File: config.mk
export PLATFORM = sky130hd
export DESIGN_NAME = multi_dataflow_job_sequencer
export DESIGN_NICKNAME = d
export VERILOG_FILES = /design/src/rtl/multi_dataflow_job_sequencer.sv
export SDC_FILE = /design/constraint.sdc
export NUM_CORES = 1
export LEC_CHECK = 0
export CORE_ASPECT_RATIO = 1.25
export CORE_MARGIN = 10
export CORE_UTILIZATION = 35
export DETAILED_ROUTE_END_ITERATION = 7
export DONT_BUFFER_PORTS = 1
export SYNTH_ARGS = -nofsm -noshare
export SYNTH_HDL_FRONTEND = slang
export SYNTH_SLANG_ARGS = --single-unit
File: constraint.sdc
create_clock -name clk_i -period 9 [get_ports clk_i]
set_clock_uncertainty 0.15 [all_clocks]
set_input_delay 1.35 -clock clk_i [delete_from_list [all_inputs] [get_ports clk_i]]
set_output_delay 1.35 -clock clk_i [all_outputs]
set_load 0.005 [all_outputs]
File: src/rtl/multi_dataflow_job_sequencer.sv
// Job sequencer for a reconfigurable dataflow kernel: queues jobs, reconfigures on ID change, tracks outputs.
// Optional busy-cycle performance counter enabled by defining MDF_JOB_SEQ_PERF_EN.
module multi_dataflow_job_sequencer #(
   parameter int unsigned QUEUE_DEPTH   = 4,
   parameter int unsigned RECONF_CYCLES = 2
) (
   input  logic        clk_i,
   input  logic        rst_ni,
   input  logic        clear_i,
   input  logic        job_valid_i,
   output logic        job_ready_o,
   input  logic [31:0] job_id_i,
   input  logic [31:0] job_len_i,
   output logic        kernel_start_o,
   output logic [31:0] kernel_id_o,
   input  logic        kernel_done_i,
   output logic        job_done_o,
   output logic [31:0] job_done_id_o,
   output logic        busy_o,
   output logic [31:0] perf_busy_cycles_o
);

   localparam int unsigned AW        = (QUEUE_DEPTH > 1) ? $clog2(QUEUE_DEPTH) : 1;
   localparam logic [AW:0] FULL_CNT  = (AW+1)'(QUEUE_DEPTH);
   localparam logic [31:0] WAIT_LAST = 32'(RECONF_CYCLES - 1);

   typedef enum logic [2:0] {S_IDLE, S_RECONF, S_START, S_RUN, S_DONE} state_e;

   state_e        state_q, state_d;
   logic [31:0]   id_mem_q  [QUEUE_DEPTH];
   logic [31:0]   len_mem_q [QUEUE_DEPTH];
   logic [AW-1:0] wr_ptr_q, wr_ptr_d, rd_ptr_q, rd_ptr_d;
   logic [AW:0]   count_q, count_d;
   logic [31:0]   kernel_id_q, kernel_id_d;
   logic [31:0]   cur_id_q, cur_id_d;
   logic [31:0]   cur_len_q, cur_len_d;
   logic [31:0]   out_cnt_q, out_cnt_d;
   logic [31:0]   wait_q, wait_d;
   logic          push, pop, q_empty, q_full;
   logic [31:0]   head_id, head_len;

   assign q_empty = (count_q == '0);
   assign q_full  = (count_q == FULL_CNT);
   assign head_id  = id_mem_q[rd_ptr_q];
   assign head_len = len_mem_q[rd_ptr_q];
   assign push     = job_valid_i & ~q_full & ~clear_i;

   always_ff @(posedge clk_i) begin
      if (push) begin
         id_mem_q[wr_ptr_q]  <= job_id_i;
         len_mem_q[wr_ptr_q] <= job_len_i;
      end
   end

   always_comb begin
      wr_ptr_d = wr_ptr_q;
      rd_ptr_d = rd_ptr_q;
      count_d  = count_q;
      if (clear_i) begin
         wr_ptr_d = '0;
         rd_ptr_d = '0;
         count_d  = '0;
      end else begin
         if (push) wr_ptr_d = wr_ptr_q + AW'(1);
         if (pop)  rd_ptr_d = rd_ptr_q + AW'(1);
         unique case ({push, pop})
            2'b10:   count_d = count_q + (AW+1)'(1);
            2'b01:   count_d = count_q - (AW+1)'(1);
            default: count_d = count_q;
         endcase
      end
   end

   // kernel_id is loaded at pop time so it already shows the new ID in the first RECONF cycle.
   always_comb begin
      state_d     = state_q;
      kernel_id_d = kernel_id_q;
      cur_id_d    = cur_id_q;
      cur_len_d   = cur_len_q;
      out_cnt_d   = out_cnt_q;
      wait_d      = wait_q;
      pop         = 1'b0;
      unique case (state_q)
         S_IDLE: begin
            if (!q_empty) begin
               pop         = 1'b1;
               cur_id_d    = head_id;
               cur_len_d   = head_len;
               kernel_id_d = head_id;
               wait_d      = '0;
               if (head_id != kernel_id_q) state_d = S_RECONF;
               else if (head_len == '0)    state_d = S_DONE;
               else                        state_d = S_START;
            end
         end
         S_RECONF: begin
            if (wait_q == WAIT_LAST) state_d = (cur_len_q == '0) ? S_DONE : S_START;
            else                     wait_d  = wait_q + 32'd1;
         end
         S_START: begin
            out_cnt_d = '0;
            state_d   = S_RUN;
         end
         S_RUN: begin
            if (kernel_done_i) begin
               out_cnt_d = out_cnt_q + 32'd1;
               if (out_cnt_q + 32'd1 == cur_len_q) state_d = S_DONE;
            end
         end
         S_DONE:  state_d = S_IDLE;
         default: state_d = S_IDLE;
      endcase
      if (clear_i) begin
         state_d     = S_IDLE;
         pop         = 1'b0;
         kernel_id_d = kernel_id_q;
      end
   end

   always_ff @(posedge clk_i or negedge rst_ni) begin
      if (!rst_ni) begin
         state_q     <= S_IDLE;
         wr_ptr_q    <= '0;
         rd_ptr_q    <= '0;
         count_q     <= '0;
         kernel_id_q <= '0;
         cur_id_q    <= '0;
         cur_len_q   <= '0;
         out_cnt_q   <= '0;
         wait_q      <= '0;
      end else begin
         state_q     <= state_d;
         wr_ptr_q    <= wr_ptr_d;
         rd_ptr_q    <= rd_ptr_d;
         count_q     <= count_d;
         kernel_id_q <= kernel_id_d;
         cur_id_q    <= cur_id_d;
         cur_len_q   <= cur_len_d;
         out_cnt_q   <= out_cnt_d;
         wait_q      <= wait_d;
      end
   end

   assign job_ready_o    = ~q_full;
   assign kernel_id_o    = kernel_id_q;
   assign busy_o         = (state_q != S_IDLE) | ~q_empty;
   assign kernel_start_o = (state_q == S_START) & ~clear_i;
   assign job_done_o     = (state_q == S_DONE) & ~clear_i;
   assign job_done_id_o  = job_done_o ? cur_id_q : '0;

`ifdef MDF_JOB_SEQ_PERF_EN
   logic [31:0] perf_q, perf_d;

   always_comb begin
      perf_d = perf_q;
      if (clear_i)                      perf_d = '0;
      else if (busy_o && perf_q != '1) perf_d = perf_q + 32'd1;
   end

   always_ff @(posedge clk_i or negedge rst_ni) begin
      if (!rst_ni) perf_q <= '0;
      else         perf_q <= perf_d;
   end

   assign perf_busy_cycles_o = perf_q;
`else
   assign perf_busy_cycles_o = '0;
`endif

endmodule

### Word level (Yosys, flattened, before mapping)

Memories as Yosys holds them, arrays and structs flattened.
Cells that the tools add are included.

| word-level totals | value |
|---|---|
| ROM bits | 0 |
| bits in latches | 0 |
| RAM bits | 256 |
| memories kept | 2 |
| register bits after elaboration | 170 |
| logic and storage cells | 83 |

Memory list:

| name | words | width | read ports | clocked after memory_dff | wr ports | RTL line | text |
|---|---|---|---|---|---|---|---|
| id_mem_q | 4 | 32 | 1 | 0 | 1 | 30 | `logic [31:0] id_mem_q [QUEUE_DEPTH];` |
| len_mem_q | 4 | 32 | 1 | 0 | 1 | 31 | `logic [31:0] len_mem_q [QUEUE_DEPTH];` |

| cells by class | value |
|---|---|
| divide/modulo/power cells | 0 |
| $lt $le $gt $ge | 0 |
| bitwise gates (word level) | 8 |
| shift-type cells | 0 |
| $add $sub $neg | 6 |
| reduce and logical (&&, ||, !) cells | 15 |
| muxes and demuxes | 26 |
| equal/unequal tests | 17 |
| $mul | 0 |

Operator list:

| cell | number |
|---|---|
| 2-to-1 mux 32 bit | 4 |
| one-hot mux 32 bit (2 select lines) | 2 |
| adder 32 x 1 -> 32 bit (second input constant) | 2 |
| zero test 32 bit | 2 |
| equality test 32 x 1 -> 1 bit (second input constant) | 1 |
| equality test 32 bit | 1 |
| inequality test 32 bit | 1 |
| 2-to-1 mux 3 bit | 9 |
| inequality test 3 bit (second input constant) | 4 |
| one-hot mux 3 bit (4 select lines) | 1 |
| 2-to-1 mux 2 bit | 4 |
| nonzero test 2 bit | 4 |
| equality test 3 x 2 -> 1 bit (second input constant) | 2 |
| equality test 3 bit (second input constant) | 2 |
| zero test 3 bit | 2 |
| inequality test 2 bit (second input constant) | 3 |
| one-hot mux 3 bit (2 select lines) | 1 |
| AND reduction 3 bit | 2 |
| nonzero test 3 bit | 2 |
| 2-to-1 mux 1 bit | 5 |
| adder 2 x 1 -> 2 bit (second input constant) | 2 |
| bitwise AND 1 bit | 4 |
| AND reduction 2 bit | 2 |
| AND reduction 4 bit | 1 |
| 7 further kinds | 9 |

### Logic depth before layout (Yosys ltp)

Gate-level depths: netlist of the first run.

| logic depth | value |
|---|---|
| word-level depth | 7 |
| gate-level depth with buffers | 12 |
| depth with buffers taken out | 10 |

### Least setup slack after synthesis of the first run

Ideal clock, no wire load.

| timing path | value |
|---|---|
| path type | input port to flip-flop |
| start point | in clear_i |
| end point | mem id_mem_q[0][0], enable pin |
| library setup time | 0.429 ns |
| data arrival time | 3.431 ns |
| stages on the path | 4 |
| path slack | 4.990 ns |
| path through | clkbuf_1 buf_1 nor2_1 and2_1 |

| on the way | value |
|---|---|
| cells in the longest elaborated chain, start to end | 4 |

RTL lines:

| item | RTL line | text |
|---|---|---|
| start: declaration | 9 | `input logic clear_i,` |
| NOT 1 bit (no source line) | n/a |  |
| bitwise AND 1 bit | 46 | `assign push = job_valid_i & ~q_full & ~clear_i;` |
| 2-to-1 mux 1 bit | 49 | `if (push) begin` |
| 2-to-1 mux 1 bit (implied by the code) | 50 | `id_mem_q[wr_ptr_q] <= job_id_i;` |
| end: declaration | 30 |  |

No other way between the ends.

### Worst setup path in the final report of the first run

| timing path | value |
|---|---|
| start point | reg rd_ptr_q[0] |
| end point | reg state_q[1] |

| on the way | value |
|---|---|
| cells in the longest elaborated chain, start to end | 7 |
| elaborated cells between the ends (all ways) | 9 |
| classes of those cells | 1 x eq/ne; 5 x mux; 1 x reduce/logical; 2 x memory |

RTL lines:

| item | RTL line | text |
|---|---|---|
| start: declaration | 32 | `logic [AW-1:0] wr_ptr_q, wr_ptr_d, rd_ptr_q, rd_ptr_d;` |
| start signal: assignment | 134 | `rd_ptr_q <= rd_ptr_d;` |
| memory read (4 x 32 bit) | n/a |  |
| zero test 32 bit | 92 | `else if (head_len == '0) state_d = S_DONE;` |
| 2-to-1 mux 3 bit | 92 |  |
| 2-to-1 mux 3 bit * | 91 | `if (head_id != kernel_id_q) state_d = S_RECONF;` |
| 2-to-1 mux 3 bit * | 85 | `if (!q_empty) begin` |
| one-hot mux 3 bit (4 select lines) * | 83 | `unique case (state_q)` |
| 2-to-1 mux 3 bit * | 113 | `if (clear_i) begin` |
| end signal: assignment | 132 | `state_q <= state_d;` |
| end: declaration | 29 | `state_e state_q, state_d;` |

Every way passes the cells marked *; elsewhere a longest branch is shown, timed or not. The select of a mux whose other input is x is not followed.
A chain may end at the register's enable or synchronous reset.

==> results of run 1 <==
==> state kept, by name (all words and copies together) (netlist names) <==
name,flops
rd_ptr_q,2
kernel_id_o,32
id_mem_q,128
count_q,3
cur_id_q,32
out_cnt_q,32
wr_ptr_q,2
wait_q,32
len_mem_q,128
state_q,3
cur_len_q,32
==> report_power, final <==
group	switching, W	internal (W)
sequential	0.000334	0.00239
clock	0.000724	0.000931
combinational	0.000733	0.000580
==> cell usage in the layout, fill, tap and decap left out, types with 3 or more instances in the layout <==
master      synthesis  routed
clkbuf_8            0       4
conb_1              1      32
a31oi_1             4       4
mux4_2             64      64
clkinvlp_4          0       3
clkinv_1            0      10
inv_6               0       3
mux2i_1             5       5
edfxtp_1          256     256
inv_1              12      12
clkinv_2            0       4
or3_1               9       9
mux2_2             33      33
nand2b_1            6       5
clkbuf_1           48       7
nand3_1            24      24
clkbuf_16           0      41
a21oi_1            17      17
and3_1             10      10
and4_1              7       7
nand2_1           246     246
dfrtp_1           170     168
o211ai_1            3       3
nor4_1             32      32
ha_1                7       7
o41ai_1             5       5
a21o_1              3       3
nor3_1             21      21
and2_4              0       4
nor2_1             73      72
or2_2               3       3
nand4_1            34      34
a311oi_1            3       3
xor2_1             24      24
o21ai_0            52      51
buf_4              33      12
o31ai_1            13      13
xnor2_1            82      82
and2_1             39      35
==> routing by layer <==
layer,wire length [µm],up-vias,part of all wire (%),track usage [%]
li1,-,4994,-,-
met1,17600,5620,40,16.5
met2,21800,284,50,23.6
met3,3300,77,7.5,3.83
met4,1320,0,3.0,4.94
met5,0,-,0,0
==> worst paths after layout <==
check / from / end / slack (ns) / cells after the start
setup / recovery: rd_ptr_q[0]$_DFFE_PN0P_ / state_q[1]$_DFFE_PN0P_ / 4.66 / 9
hold / removal: cur_id_q[31]$_DFFE_PN0P_ / cur_id_q[31]$_DFFE_PN0P_ / 0.32 / 2
setup reg to reg: rd_ptr_q[0]$_DFFE_PN0P_ / state_q[1]$_DFFE_PN0P_ / 4.66 / 9
hold reg to reg: cur_id_q[31]$_DFFE_PN0P_ / cur_id_q[31]$_DFFE_PN0P_ / 0.32 / 2
max in group asynchronous: rst_ni / cur_id_q[20]$_DFFE_PN0P_ / 7.94 / 0
min in group asynchronous: rst_ni / cur_len_q[18]$_DFFE_PN0P_ / 0.37 / 0
==> per-stage QoR <==
stage	worst slack, ns	cells
floorplan	4.99	1423
global placement	4.56	2007
global route	4.13	2082
CTS	4.48	2082
detailed placement	4.50	2007
finish	4.66	2082
==> cell families (layout without fill, tap and decap cells) <==
group / after synthesis / count (layout) / share of synthesized area [%]
fa+ha+maj: 8 / 8 / 0.578
other cells: 1 / 32 / 0.0201
buf+inv: 112 / 99 / 2.98
simple gates: 518 / 518 / 13.1
xor+xnor: 106 / 106 / 4.99
mux: 102 / 102 / 10.0
compound gates: 119 / 119 / 4.14
flops: 426 / 426 / 64.1
==> worst max-delay path: stages, from the launching register on <==
cell and delay [ns]:
dfrtp_4 0.78, buf_4 0.76, mux4_2 0.65, xnor2_1 0.21, nand4_1 0.17, nor4_1 0.74
nand2_1 0.17, o41ai_1 0.37, nand2_1 0.09, mux2i_1 0.13
==> area by class of cell <==
class	instances	area share (%)
timing repair buffer	12	0.440
multi-input combinational	885	30.6
sequential	426	58.4
clock inverter	23	0.837
inverter	12	0.220
tap	672	4.11
clock buffer	52	5.41
==> run metrics, run 1 <==
fraction of layout instances using a drive strength above 1=13.4%; Die ar.=between 60000 and 70000 µm²; RSZ-0062 raised after global routing=false; top cell type's share of synthesized area=between 40 and 50%; Yosys Warn Count=0; total grt overflow=0; Post-CTS Repair Setup Buffers=0; CTS Buf Count=41; drt first-iter violations=920; fin util=38.9%; crit path launch type=flip-flop; PortBufs=0; register area=11900 µm²; antenna violations before repair=0; total track usage=13.9%; EDFF count, synth=256; slew margin rel.=20.7%; hold_buf cts=0; area of the mapped netlist=18600 µm²; CTS tree=built; critical path type=flip-flop to flip-flop; Setup violations, final=0; Final Power=approximately 0.0057 W; top cells by count, synth=edfxtp_1, nand2_1, dfrtp_1; Synth Flop Type=edfxtp_1; io pins=169; P&R area growth vs syn=9.96%; clk sink count=426; Maximum Capacitance Violations=0; Via density=5.27; Post-Syn Area per Cell=13.4 µm²; WL final=43.9 mm; # DRC=0; Syn Inst Count=1392; first-pass GRT wire length=67.7 mm; crit path time final=roughly 4.3 ns; # resized after CTS=0; post-place instance area=19200 µm²; crit end category=flip-flop; Final #Nets=about 1500; Yosys cell types=64; Max FO, Critical Path=slightly above 40; data required time of the worst path=9.32 ns; setup TNS=0 ns; top area cells in the synthesized netlist=edfxtp_1, dfrtp_1, mux4_2; vias in the first global route=11156; hold crit path type=flip-flop to flip-flop; crit share post-route=48.2%; pwr dens=roughly 280 nW/µm²; Clock transition at path regs=0.06 ns; ys async rst share=about 40%; DRT Pass-1 Iters=5; htree depth=2; final max-slew violation count=0; clk buf depth=3; Die Height=278 µm; CP arrival=4.65 ns; Worst Tran Pin Value=1.19 ns; leakage power total=7.33 nW; Core Area=52700 µm²; Final Hold Slack=0.316 ns; ANT cells=0; ANT nets after route=0; FMAX=231 MHz; dominant cell type by area after synthesis=edfxtp_1; FP Rows=94; Seq cells post-synth=426; Peak VDD IR=0.000173 V; largest net degree at the start of global routing=171; Starting Density=35.3%; status=finished, final reports clean; fill count=4900; Chip Width=226 µm; Multi-input gate area=6270 µm²; final instance area=around 20000 µm²; Clock Root Buffer=clkbuf_16; Fin. Hold Viols=0; drt wl/cell=21.1 µm; top-count cell post-synth=edfxtp_1; sequential cell area fraction in the yosys report=64.1%; routed vias=10975; RePlAce Congestion=around 0.82; Worst-Skew Late Latency=~0.55 ns; detailed placement HPWL=28.7 mm
(Power assumes the default switching activity.)
==> inputs of run 2 (changes only) <==
clock period = 3.9 ns   (was 9 ns; I/O delays follow)
==> run 2 against run 1 <==
Net effect:
- the run now ends with negative hold slack left
- largest power group unchanged
- routed wire length about the same
- sequential power rose by 130%
- largest cell class unchanged
- die area unchanged
- highest routed layer unchanged
==> run metrics, run 2 (synthesis gave the netlist of run 1 again) <==
status=complete, but fails checks; failing checks=negative hold slack; Final Hold Slack=-0.376 ns (-0.692 ns); crit end category=flip-flop; Core Area=52700 µm² (unchanged); placed insts=2028 (+1.0%); clk sink count=426 (unchanged); detailed placement HPWL=29.8 mm (+3.6%); post-place instance area=19500 µm² (+1.4%); total track usage=13.8% (-0.072 points); r2r startpoint=out_cnt_q[0]$_DFFE_PN0P_; DRT Pass-1 Iters=5 (unchanged); first-pass GRT wire length=68.5 mm (+1.1%); Clock transition at path regs=0.06 ns (about the same); largest net degree at the start of global routing=171 (unchanged); ANT nets after route=0 (unchanged); htree depth=2 (unchanged); commonest non-fill, non-tap cell in the layout=edfxtp_1; Post-CTS Repair Setup Buffers=0 (unchanged); final instance area=21500 µm² (+4.9%); crit share post-route=89.8% (+42 points); Die ar.=62900 µm² (unchanged); Worst Tran Pin Value=0.951 ns (-0.237 ns); total grt overflow=0 (unchanged); crit path launch type=flip-flop; Final #Nets=1541 (+5.9%); WL final=43.9 mm (about the same); io pins=169 (unchanged); slew margin rel.=36.5% (+16 points); reg2reg end=state_q[2]$_DFFE_PN0P_; fraction of layout instances using a drive strength above 1=13.8% (+0.43 points); Setup violations, final=0 (unchanged); Chip Width=226 µm (unchanged); FP Rows=94 (unchanged); routed vias=11095 (+1.1%); hold crit path type=input port to asynchronous set/reset pin; hold_buf cts=65 (+65); most frequent cells in the layout=edfxtp_1, nand2_1, dfrtp_1; drt first-iter violations=856 (-7.0%); leakage power total=7.77 nW (+6.0%); worst reg2reg setup slack=0.40 ns (-4.27 ns); critical path type=flip-flop to flip-flop; antenna violations before repair=3 (+3); final max-slew violation count=0 (unchanged); Worst-Skew Late Latency=0.55 ns (about the same); # DRC=0 (unchanged); CP arrival=3.78 ns (-0.87 ns); Peak VDD IR=0.000388 V (+120%); RePlAce Congestion=0.865 (+5.3%); PortBufs=0 (unchanged); CTS tree=built; worst setup path endpoint=state_q[2]$_DFFE_PN0P_; largest registers=id_mem_q x128, len_mem_q x128; RSZ-0062 raised after global routing=false; Fin. Hold Viols=170 (+170); Clock Root Buffer=clkbuf_16; Worst Setup SP=out_cnt_q[0]$_DFFE_PN0P_; CTS Buf Count=41 (unchanged); worst reg2reg path depth=9 (unchanged); Starting Density=35.3% (unchanged); vias in the first global route=11415 (+2.3%); Via density=5.11 (-3.1%); pwr dens=634 nW/µm² (+130%); Max FO, Critical Path=7 (-83%); Die Height=278 µm (unchanged); P&R area growth vs syn=15.3%; setup TNS=0 ns (unchanged); data required time of the worst path=4.18 ns (-5.14 ns); drt wl/cell=20.2 µm (-4.2%); FMAX=285 MHz (+24%); Non-Filler Instances=2171 (+4.3%); clk buf depth=3 (unchanged); crit path time final=3.50 ns (-0.835 ns); Maximum Capacitance Violations=0 (unchanged)
-- run 2: changes by cell type in the layout (fill, tap and decap cells not counted), sizes merged --
| cell | delta |
|---|---|
| buf | +21 |
| bufinv | +4 |
| clkbuf | +8 |
| clkinv | -10 |
| clkinvlp | -3 |
| diode | +3 |
| dlygate4sd3 | +65 |
| inv | +1 |
-- run 2: worst min-delay path by stage --
stage	from	to	slack [ns]	depth (start not counted)
after floorplan	rst_ni	count_q[0]$_DFFE_PN0P_	0.14	0
after global placement	rst_ni	cur_len_q[18]$_DFFE_PN0P_	0.16	0
after detailed placement	rst_ni	cur_len_q[18]$_DFFE_PN0P_	0.16	0
after CTS	rst_ni	out_cnt_q[13]$_DFFE_PN0P_	-0.42	0
after global routing	rst_ni	out_cnt_q[6]$_DFFE_PN0P_	-0.41	0
final	rst_ni	out_cnt_q[6]$_DFFE_PN0P_	-0.38	0
-- run 2: power breakdown --
part	switching [W]	internal, W	total [W]
clock network	0.00168	0.00239	0.00406
logic	0.00182	0.00151	0.00332
registers	0.000702	0.00552	0.00622
-- run 2: area by class of cell --
class	instances	area, µm²
Tap cell	672	841
Clock inverter	15	243
Antenna cell	3	7.51
Inverter	12	45.0
Clock buffer	60	1110
Fill cell	4883	31200
Sequential cell	426	11900
Timing Repair Buffer	98	1010
Multi-Input combinational cell	885	6270
-- run 2: timing repair --
action	4_1_cts	5_1_grt
gates resized for setup	0	0
hold endpoints to repair	434	170
setup endpoints to repair	0	0
-- run 2: layer usage --
metal | wire [µm] | vias to the layer above | track usage [%]
met2 | 22000 | 267 | 23.4
met1 | 18000 | 5609 | 17.0
li1 | - | 5154 | -
met3 | 2710 | 65 | 3.24
met4 | 1200 | 0 | 4.69
met5 | 0 | - | 0
-- run 2: critical path: stages (launching register included) --
cell and delay, ns:
dfrtp_1 0.44, ha_1 0.34, xor2_1 0.17, a311oi_1 0.56, o221ai_1 0.40, nor3_1 0.26, nand4_1 0.23, nor4_2 0.43
a21oi_2 0.17, a2111oi_4 0.23
-- run 2: metrics by stage --
stage | util [%] | power [W] | setup WS [ns]
4_1_cts | 40.7 | 0.0138 | 0.458
6_report | 40.7 | 0.0136 | 0.397
2_1_floorplan | - | 0.00849 | 0.655
3_3_place_gp | 36.9 | 0.00954 | 0.509
5_1_grt | 40.7 | 0.0143 | 0.197
3_5_place_dp | 36.9 | 0.00959 | 0.488
